===== src/rtl/ofifo_drain_pkg.sv =====
// Shared types and constants for the output-FIFO drain path and the accumulate stage.
package ofifo_drain_pkg;

    localparam int unsigned COL_DEF     = 8;
    localparam int unsigned PSUM_BW_DEF = 16;
    localparam int unsigned ADDR_BW_DEF = 11;
    localparam int unsigned CNT_BW_DEF  = 11;

    typedef enum logic [1:0] {
        StIdle  = 2'd0,
        StRun   = 2'd1,
        StFlush = 2'd2,
        StDone  = 2'd3
    } state_e;

    // SRAM strobes are active-low
    localparam logic CEN_ON  = 1'b0;
    localparam logic CEN_OFF = 1'b1;
    localparam logic WEN_WR  = 1'b0;
    localparam logic WEN_RD  = 1'b1;

endpackage


===== src/rtl/ofifo_drain_if.sv =====
// Control, FIFO-read and SRAM-write signals of the drain block bundled as one interface.
interface ofifo_drain_if
    import ofifo_drain_pkg::*;
#(
    parameter int unsigned col     = COL_DEF,
    parameter int unsigned psum_bw = PSUM_BW_DEF,
    parameter int unsigned addr_bw = ADDR_BW_DEF,
    parameter int unsigned cnt_bw  = CNT_BW_DEF
) ();

    logic                   start;
    logic [addr_bw-1:0]     base_addr;
    logic [cnt_bw-1:0]      num_rows;
    logic                   ofifo_valid;
    logic                   ofifo_rd;
    logic [psum_bw*col-1:0] ofifo_out;
    logic                   sram_cen;
    logic                   sram_wen;
    logic [addr_bw-1:0]     sram_addr;
    logic [psum_bw*col-1:0] sram_d;
    logic                   busy;
    logic                   done;

    modport slave (
        input  start, base_addr, num_rows, ofifo_valid, ofifo_out,
        output ofifo_rd, sram_cen, sram_wen, sram_addr, sram_d, busy, done
    );

    modport master (
        output start, base_addr, num_rows, ofifo_valid, ofifo_out,
        input  ofifo_rd, sram_cen, sram_wen, sram_addr, sram_d, busy, done
    );

endinterface


===== src/rtl/ofifo_drain.sv =====
// Pops rows from the output FIFO and writes them to consecutive psum SRAM addresses.
// Optional stall counter output enabled by OFIFO_DRAIN_STALL_CNT_EN.
module ofifo_drain
    import ofifo_drain_pkg::*;
#(
    parameter int unsigned col     = COL_DEF,
    parameter int unsigned psum_bw = PSUM_BW_DEF,
    parameter int unsigned addr_bw = ADDR_BW_DEF,
    parameter int unsigned cnt_bw  = CNT_BW_DEF
) (
    input  logic          clk,
    input  logic          reset,
    ofifo_drain_if.slave  bus_io
`ifdef OFIFO_DRAIN_STALL_CNT_EN
    ,
    output logic [31:0]   stall_cnt
`endif
);

    state_e             state_q, state_d;
    logic [cnt_bw-1:0]  rd_left_q, rd_left_d;
    logic [addr_bw-1:0] wr_addr_q, wr_addr_d;
    logic               pend_q, pend_d;
    logic               pop;
    logic               start_ok;

    assign start_ok = (state_q == StIdle) && bus_io.start;

    always_comb begin
        state_d   = state_q;
        rd_left_d = rd_left_q;
        wr_addr_d = pend_q ? wr_addr_q + addr_bw'(1) : wr_addr_q;
        pop       = 1'b0;
        unique case (state_q)
            StIdle: begin
                if (start_ok) begin
                    wr_addr_d = bus_io.base_addr;
                    if (bus_io.num_rows == '0) begin
                        state_d = StDone;
                    end else begin
                        state_d   = StRun;
                        rd_left_d = bus_io.num_rows;
                    end
                end
            end
            StRun: begin
                pop = bus_io.ofifo_valid && (rd_left_q != '0);
                if (pop) begin
                    rd_left_d = rd_left_q - cnt_bw'(1);
                    if (rd_left_q == cnt_bw'(1)) state_d = StFlush;
                end
            end
            StFlush: state_d = StDone;
            StDone:  state_d = StIdle;
            default: state_d = StIdle;
        endcase
        pend_d = pop;
    end

    always_ff @(posedge clk) begin
        if (reset) begin
            state_q   <= StIdle;
            rd_left_q <= '0;
            wr_addr_q <= '0;
            pend_q    <= 1'b0;
        end else begin
            state_q   <= state_d;
            rd_left_q <= rd_left_d;
            wr_addr_q <= wr_addr_d;
            pend_q    <= pend_d;
        end
    end

    // Write stage follows the pop by one cycle, when the FIFO data is on ofifo_out
    always_comb begin
        bus_io.ofifo_rd  = pop;
        bus_io.busy      = (state_q == StRun) || (state_q == StFlush);
        bus_io.done      = (state_q == StDone);
        bus_io.sram_cen  = pend_q ? CEN_ON : CEN_OFF;
        bus_io.sram_wen  = pend_q ? WEN_WR : WEN_RD;
        bus_io.sram_addr = pend_q ? wr_addr_q : '0;
        bus_io.sram_d    = pend_q ? bus_io.ofifo_out : '0;
    end

`ifdef OFIFO_DRAIN_STALL_CNT_EN
    logic [31:0] stall_cnt_q, stall_cnt_d;

    always_comb begin
        stall_cnt_d = stall_cnt_q;
        if (start_ok) begin
            stall_cnt_d = '0;
        end else if ((state_q == StRun) && !bus_io.ofifo_valid && (rd_left_q != '0)
                     && (stall_cnt_q != '1)) begin
            stall_cnt_d = stall_cnt_q + 32'd1;
        end
    end

    always_ff @(posedge clk) begin
        if (reset) stall_cnt_q <= '0;
        else       stall_cnt_q <= stall_cnt_d;
    end

    assign stall_cnt = stall_cnt_q;
`endif

endmodule


===== src/flat_wrapper.sv =====
// flat-port wrapper written by rule: the top's interface ports become plain ports
module ofifo_drain_flat import ofifo_drain_pkg::*;
#(
    parameter int unsigned col     = COL_DEF,
    parameter int unsigned psum_bw = PSUM_BW_DEF,
    parameter int unsigned addr_bw = ADDR_BW_DEF,
    parameter int unsigned cnt_bw  = CNT_BW_DEF
)
  (clk, reset, bus_io_start, bus_io_base_addr, bus_io_num_rows, bus_io_ofifo_valid, bus_io_ofifo_out, bus_io_ofifo_rd, bus_io_sram_cen, bus_io_sram_wen, bus_io_sram_addr, bus_io_sram_d, bus_io_busy, bus_io_done);
  ofifo_drain_if #(.col(col), .psum_bw(psum_bw), .addr_bw(addr_bw), .cnt_bw(cnt_bw)) bus_io_i ();
  input  logic clk;
  input  logic reset;
  input wire logic [$bits(bus_io_i.start)-1:0] bus_io_start;
  input wire logic [$bits(bus_io_i.base_addr)-1:0] bus_io_base_addr;
  input wire logic [$bits(bus_io_i.num_rows)-1:0] bus_io_num_rows;
  input wire logic [$bits(bus_io_i.ofifo_valid)-1:0] bus_io_ofifo_valid;
  input wire logic [$bits(bus_io_i.ofifo_out)-1:0] bus_io_ofifo_out;
  output wire logic [$bits(bus_io_i.ofifo_rd)-1:0] bus_io_ofifo_rd;
  output wire logic [$bits(bus_io_i.sram_cen)-1:0] bus_io_sram_cen;
  output wire logic [$bits(bus_io_i.sram_wen)-1:0] bus_io_sram_wen;
  output wire logic [$bits(bus_io_i.sram_addr)-1:0] bus_io_sram_addr;
  output wire logic [$bits(bus_io_i.sram_d)-1:0] bus_io_sram_d;
  output wire logic [$bits(bus_io_i.busy)-1:0] bus_io_busy;
  output wire logic [$bits(bus_io_i.done)-1:0] bus_io_done;
  assign bus_io_i.start = bus_io_start;
  assign bus_io_i.base_addr = bus_io_base_addr;
  assign bus_io_i.num_rows = bus_io_num_rows;
  assign bus_io_i.ofifo_valid = bus_io_ofifo_valid;
  assign bus_io_i.ofifo_out = bus_io_ofifo_out;
  assign bus_io_ofifo_rd = bus_io_i.ofifo_rd;
  assign bus_io_sram_cen = bus_io_i.sram_cen;
  assign bus_io_sram_wen = bus_io_i.sram_wen;
  assign bus_io_sram_addr = bus_io_i.sram_addr;
  assign bus_io_sram_d = bus_io_i.sram_d;
  assign bus_io_busy = bus_io_i.busy;
  assign bus_io_done = bus_io_i.done;
  ofifo_drain #(.col(col), .psum_bw(psum_bw), .addr_bw(addr_bw), .cnt_bw(cnt_bw)) u_core (.clk(clk), .reset(reset), .bus_io(bus_io_i));
endmodule

===== config.mk =====
export PLATFORM = sky130hd
export DESIGN_NAME = ofifo_drain_flat
export DESIGN_NICKNAME = d
export VERILOG_FILES = /design/src/rtl/ofifo_drain_pkg.sv /design/src/rtl/ofifo_drain_if.sv /design/src/rtl/ofifo_drain.sv /design/src/flat_wrapper.sv
export SDC_FILE = /design/constraint.sdc
export NUM_CORES = 1
export LEC_CHECK = 0
export BUFFER_PORTS_ARGS = -buffer_cell sky130_fd_sc_hd__buf_2
export CORE_AREA = 3 3 114 116
export CTS_CLUSTER_SIZE = 40
export DETAILED_ROUTE_END_ITERATION = 8
export DIE_AREA = 0 0 117 119
export PLACE_DENSITY_LB_ADDON = 0.3
export SYNTH_ARGS = -nofsm -noshare
export SYNTH_HDL_FRONTEND = slang
export SYNTH_SLANG_ARGS = --single-unit

===== constraint.sdc =====
create_clock -name clk -period 2.6 [get_ports clk]
set_clock_uncertainty 0.2 [all_clocks]
set_input_delay 0.26 -clock clk [delete_from_list [all_inputs] [get_ports clk]]
set_output_delay 0.26 -clock clk [all_outputs]
set_load 0.005 [all_outputs]

==> results_dict.tcl, run 1 <==
set metrics [dict create \
    htreeDepth 1 \
    finalSetupTns_ps 0 \
    antenna_found_initial 7 \
    startpoint "u_core.rd_left_q[0]$_SDFFE_PP0P_" \
    syn_avg_cell_area_sq_um 7.218 \
    die_h_um 119 \
    clk_latency_ps 260 \
    start_kind "flip-flop" \
    fillers 1377 \
    report.final.slew_viol_count 0 \
    synth.largest_area_cell "and2_1" \
    start_util_pct 21.03 \
    clock-sinks 25 \
    syn_nets 513 \
    synth_cell_types 49 \
    root_buffer "clkbuf_16" \
    ys.flop_type "dfxtp_1" \
    power_leakage_nw 2.419 \
    crit_fanout 12 \
    timing.final.crit_share_pct 91.88 \
    slew_headroom_pct 61.40 \
    fmax_mhz 418.6 \
    drt_iter0_markers 199 \
    cts_max_path_buffers 2 \
    placed_cell_area_sq_mm 0.004143 \
    ys_seq_elements 25 \
    groute.usage.overall_pct 22.98 \
    criticalPathCategory "reg -> reg" \
    synthArstFlopShare_pct 0 \
    setup_viol 0 \
    design_area_sq_mm 0.004233 \
    worst_pin_slew_ps 575.7 \
    hold_path.class "in -> reg" \
    num_vias 3609 \
    io_buffers 297 \
    p_per_area_mw_per_mm2 696.2 \
    hold_viol 0 \
    synthTopCellsByArea "and2_1 34%, dfxtp_1 20%, ha_1 4.5%" \
    cts_tree "done" \
    drcViolationCount 0 \
    io_pins 298 \
    synth_edf_count 0 \
    num_rows 40 \
    grt_max_degree 63 \
    antenna_left 0 \
    dp_hpwl_um 15060 \
    hold_buffers 0 \
    routedWlPerCell_um 22.02 \
    hold_start "bus_io_base_addr[8]" \
    gp_congestion 0.9052 \
    die_area_sq_mm 0.01392 \
    syn_area_sq_mm 0.002526 \
    r2r_start "u_core.rd_left_q[0]$_SDFFE_PP0P_" \
    syn_to_final_growth_pct 67.56 \
    max-vdd-ir-drop_uv 379.3 \
    fin_crit_ps 2389 \
    cts_buffers 3 \
    yosysTopAreaCellShare_pct 33.68 \
    ys_warn_count 0 \
    cts_resized 0 \
    worstPathArrival_ps 2310 \
    cts_setup_buffers 0 \
    grt.overflow.total 0 \
    synth_seq_area_share_pct 19.81 \
    post_route_cells_drive_above_1_share_pct 50.00 \
    routed_via_density 4.615 \
    end_kind "flip-flop" \
    synth_cells 350 \
    wl_um 17220 \
    firstDrtPassIters 4 \
    maxCapViolations 0 \
    worst-endpoint-required_ps 2520 \
    rsz0062_at_grt "false" \
    die_x_um 117 \
    final_nets 796 \
    clk_pin_slew_worst_paths_ps 70 \
    core_area_sq_mm 0.01201 \
    grt_pass1_wl_um 23450 \
    r2r_slack_ps 210 \
    status "finished clean" \
    grt_pass1_vias 3596 \
]
## registers in the layout, indices dropped and copies added (netlist names)
| signal | flops |
|---|---|
| u_core.rd_left_q | 11 |
| u_core.state_q | 2 |
| u_core.wr_addr_q | 11 |
| u_core.pend_q | 1 |
## metal layers
metal | track usage, % | vias up | routed length, um
met5 | 0 | - | 65
met4 | 1.720 | 10 | 122
met3 | 19.31 | 14 | 3162
met2 | 33.75 | 164 | 7299
met1 | 26.84 | 1682 | 6565
li1 | - | 1739 | -
## power breakdown
part | internal [mW] | switching [mW] | total (mW)
Clock | 0.209 | 0.147 | 0.356
Combinational | 0.842 | 1.05 | 1.89
Sequential | 0.517 | 0.180 | 0.697
Total | 1.57 | 1.38 | 2.95
## cells in the mapped netlist, types with 5 or more instances
| library cell | number |
|---|---|
| nand2_1 | 13 |
| nor4_1 | 5 |
| a211oi_1 | 11 |
| inv_1 | 7 |
| and2_1 | 136 |
| nor2_1 | 26 |
| nand4_1 | 6 |
| xor2_1 | 5 |
| xnor2_1 | 6 |
| dfxtp_1 | 25 |
| a21oi_1 | 10 |
| a31oi_1 | 6 |
| ha_1 | 9 |
| nand3_1 | 7 |
| clkbuf_1 | 23 |
## worst paths after layout
kind | to | cells past startpoint
setup / recovery | u_core.rd_left_q[3]$_SDFFE_PP0P_ | 7
hold / removal | u_core.wr_addr_q[8]$_SDFF_PP0_ | 3
setup reg to reg | u_core.rd_left_q[3]$_SDFFE_PP0P_ | 7
hold reg to reg | u_core.rd_left_q[8]$_SDFFE_PP0P_ | 2
## stage by stage
stage                     hold slack, ps  utilization [%]  worst slack (ps)  power (mW)  std cells
final                              82.18            35.24             211.0       2.947        782
after global routing               88.72            35.22             89.06       3.205        781
after CTS                          82.15            35.18             219.0       2.963        779
after detailed placement           290.1            34.49             236.3       2.590        775
after global placement             277.9            34.49             302.0       2.567        775
after floorplan                    207.5                -             517.0       1.871        350
## cell type report
type,instances,area [sq um],area share (%)
multi-input cells,291,1886,44.55
inverters,8,30.03,0.7094
well taps,147,183.9,4.345
repair buffers,304,1539,36.36
flip-flops and latches,25,504.2,11.91
clock inverters,1,7.507,0.1774
clock buffers,3,75.07,1.774
diodes,3,7.507,0.1774
## layout by cell type (no fill, tap or decap), drive strengths merged, types with 3 or more instances in the layout
| cell | instances |
|---|---|
| a211oi | 11 |
| a21oi | 11 |
| a2bb2oi | 3 |
| a31oi | 6 |
| and2 | 136 |
| buf | 304 |
| clkbuf | 3 |
| dfxtp | 25 |
| diode | 3 |
| ha | 9 |
| inv | 8 |
| nand2 | 13 |
| nand2b | 3 |
| nand3 | 7 |
| nand4 | 6 |
| nor2 | 26 |
| nor2b | 3 |
| nor3 | 4 |
| nor4 | 6 |
| o21ai | 5 |
| or2 | 3 |
| xnor2 | 6 |
| xor2 | 5 |
## worst max-delay path, cell delays in order (launching register included)
cell	delay, ps
dfxtp_1	370
inv_1	80
ha_1	220
or3b_1	460
o31ai_4	360
o2bb2ai_2	330
or2_1	180
a21oi_1	60
## cell families after synthesis
kind of cell,share of synthesized area [%]
flops,19.81
buf+inv,5.547
simple gates,51.31
mux,0.7925
xor+xnor,3.814
compound gates,14.27
fa+ha+maj,4.458
Note: power is estimated with default switching activity, not from simulation.
==> inputs of run 2 (changes only) <==
--- a/config.mk
+++ b/config.mk
@@ -7,6 +7,7 @@
 export LEC_CHECK = 0
 export BUFFER_PORTS_ARGS = -buffer_cell sky130_fd_sc_hd__buf_2
 export CORE_AREA = 3 3 114 116
+export CTS_CLUSTER_DIAMETER = 80
 export CTS_CLUSTER_SIZE = 40
 export DETAILED_ROUTE_END_ITERATION = 8
 export DIE_AREA = 0 0 117 119
==> constraint.sdc (replaced) <==
create_clock -name clk -period 2.6 [get_ports clk]
set_clock_uncertainty 0.2 [all_clocks]
set_input_delay 0 -clock clk [delete_from_list [all_inputs] [get_ports clk]]
set_output_delay 0 -clock clk [all_outputs]
set_load 0.005 [all_outputs]
==> run 2 against run 1 <==
  * Sequential power is essentially flat
  * Via count grew 3.0%
  * Die area is the same
  * Register-to-register slack is essentially flat
  * Sequential share of layout area shrank 0.60 points
  * Core utilization grew 1.9 points
  * First-iteration DRC count grew 11%
  * Global-route usage grew 0.46 points
  * Setup slack gained 7.4 ps
  * Wire length grew 0.92%
  * Clock power shrank 1%
  * Non-clock buffer count grew 22
==> results_dict.tcl, run 2 (same netlist as run 1, synthesis figures left out) <==
set metrics [dict create \
    antenna_left 0 \
    groute.usage.overall_pct 23.44 \
    max-vdd-ir-drop_uv 395.6 \
    grt_max_degree 80 \
    routed_via_density 4.623 \
    reg_top3 "u_core.rd_left_q (11), u_core.wr_addr_q (11), u_core.state_q (2)" \
    finalSetupTns_ps 0 \
    grt_pass1_wl_um 23830 \
    layout_commonest_cell "buf_2" \
    critPathTopFamily "compound AO/OA/AOI/OAI gates" \
    p_clk_share_pct 12.0 \
    firstDrtPassIters 4 \
    gp_congestion 0.9119 \
    clock-sinks 25 \
    routedWlPerCell_um 21.61 \
    crit_chain "inv_1 > ha_1 > or3b_1 > o31ai_4 > o2bb2ai_2 > or2_1 > a21oi_1" \
    drt_iter0_markers 221 \
    dp_slack_ps 246.0 \
    slowest_delay_ps 450 \
    syn_to_final_growth_pct 76.37 \
    setup_viol 0 \
    cts_max_path_buffers 2 \
    cts_setup_buffers 0 \
    worst-path-buf-inv 1 \
    io_buffers 297 \
    postLayoutCoreUtil_pct 37.09 \
    antenna_found_initial 7 \
    p_int_mw 1.564 \
    core_area_sq_mm 0.01201 \
    grt.overflow.total 0 \
    crit_fanout 12 \
    root_buffer "clkbuf_16" \
    io_pins 298 \
    clk_pin_slew_worst_paths_ps 70 \
    num_vias 3717 \
    maxCapViolations 0 \
    htreeDepth 1 \
    worstPathArrival_ps 2310 \
    end_kind "flip-flop" \
    power.switching_mw 1.367 \
    hold_slack_ps 22.41 \
    status "finished clean" \
    power_leakage_nw 2.514 \
    wl_um 17380 \
    power_frac_seq_pct 23.7 \
    post_route_cells_drive_above_1_share_pct 48.01 \
    worst_pin_slew_ps 746.9 \
    hold_viol 0 \
    rsz0062_at_grt "false" \
    comb_power_share_pct 64.3 \
    setup_slack_ps 218.4 \
    worst-endpoint-required_ps 2530 \
    hold_path.class "in -> reg" \
    p_per_area_mw_per_mm2 657.8 \
    criticalPathCategory "reg -> reg" \
    start_util_pct 21.03 \
    timing.final.crit_share_pct 91.60 \
    final_cell_mix "297 x buf_2, 136 x and2_1, 26 x nor2_1" \
    cts_tree "done" \
    clk_latency_ps 260 \
    die_h_um 119 \
    report.final.slew_viol_count 0 \
    grt_pass1_vias 3615 \
    final_nets 818 \
    drcViolationCount 0 \
    start_kind "flip-flop" \
    fmax_mhz 419.9 \
    switching_share_pct 46.64 \
    fin_crit_ps 2382 \
    num_rows 40 \
    slew_headroom_pct 49.79 \
    crit_path_top_delay_cell "or3b_1" \
    die_area_sq_mm 0.01392 \
    cts_buffers 3 \
    die_x_um 117 \
    dp_hpwl_um 14990 \
]
## run 2: worst paths after layout
check,startpoint,end,slack (ps),depth (start not counted)
worst max-delay path,u_core.rd_left_q[1]$_SDFFE_PP0P_,u_core.rd_left_q[3]$_SDFFE_PP0P_,220,7
worst min-delay path,reset,u_core.pend_q$_SDFF_PP0_,20,2
worst max register to register,u_core.rd_left_q[1]$_SDFFE_PP0P_,u_core.rd_left_q[3]$_SDFFE_PP0P_,220,7
worst min register to register,u_core.rd_left_q[8]$_SDFFE_PP0P_,u_core.rd_left_q[8]$_SDFFE_PP0P_,290,2
## run 2: power groups by stage
stage	sequential [mW]	combinational [mW]	clock, mW
after floorplan	0.646	1.22	0
after global placement	0.695	1.83	0
after detailed placement	0.702	1.84	0
after CTS	0.692	1.88	0.366
after global routing	0.718	2.09	0.380
final	0.694	1.88	0.352
## run 2: final cells by class
type / instances / area (sq um)
inverters: 8 / 30.03
multi-input cells: 291 / 1886
flip-flops and latches: 25 / 504.2
repair buffers: 326 / 1764
diodes: 3 / 7.507
clock inverters: 1 / 5.005
well taps: 147 / 183.9
fillers: 1328 / 7556
clock buffers: 3 / 75.07
## run 2: per-layer routing
metal / vias up / part of all wire (%) / track usage (%)
li1: 1780 / - / -
met1: 1750 / 41 / 30.21
met2: 171 / 43 / 33.53
met3: 10 / 15 / 15.60
met4: 6 / 0.21 / 2.724
met5: - / 0.24 / 0
## run 2: what timing repair did
| action | 4_1_cts | 5_1_grt |
|---|---|---|
| hold endpoints to repair | 21 | 0 |
| hold buffers | 24 | 0 |
| resized for setup | 0 | 0 |
| setup endpoints to repair | 0 | 0 |
## run 2: worst reg2reg max path: cells and delay by family, from the launching register on
kind / cells / cell delay (ps)
adders and majority gates: 1 / 220
buffers and inverters: 1 / 100
DFF: 1 / 350
AOI/OAI and AO/OA: 3 / 740
and+or+nand+nor: 2 / 630
## run 2: per-stage QoR
| stage | cells | instance area (sq um) | total power [mW] |
|---|---|---|---|
| CTS | 801 | 4448 | 2.943 |
| detailed placement | 773 | 4128 | 2.543 |
| global route | 804 | 4456 | 3.192 |
| global placement | 773 | 4128 | 2.524 |
| finish | 804 | 4456 | 2.931 |
| floorplan | 350 | 2526 | 1.871 |
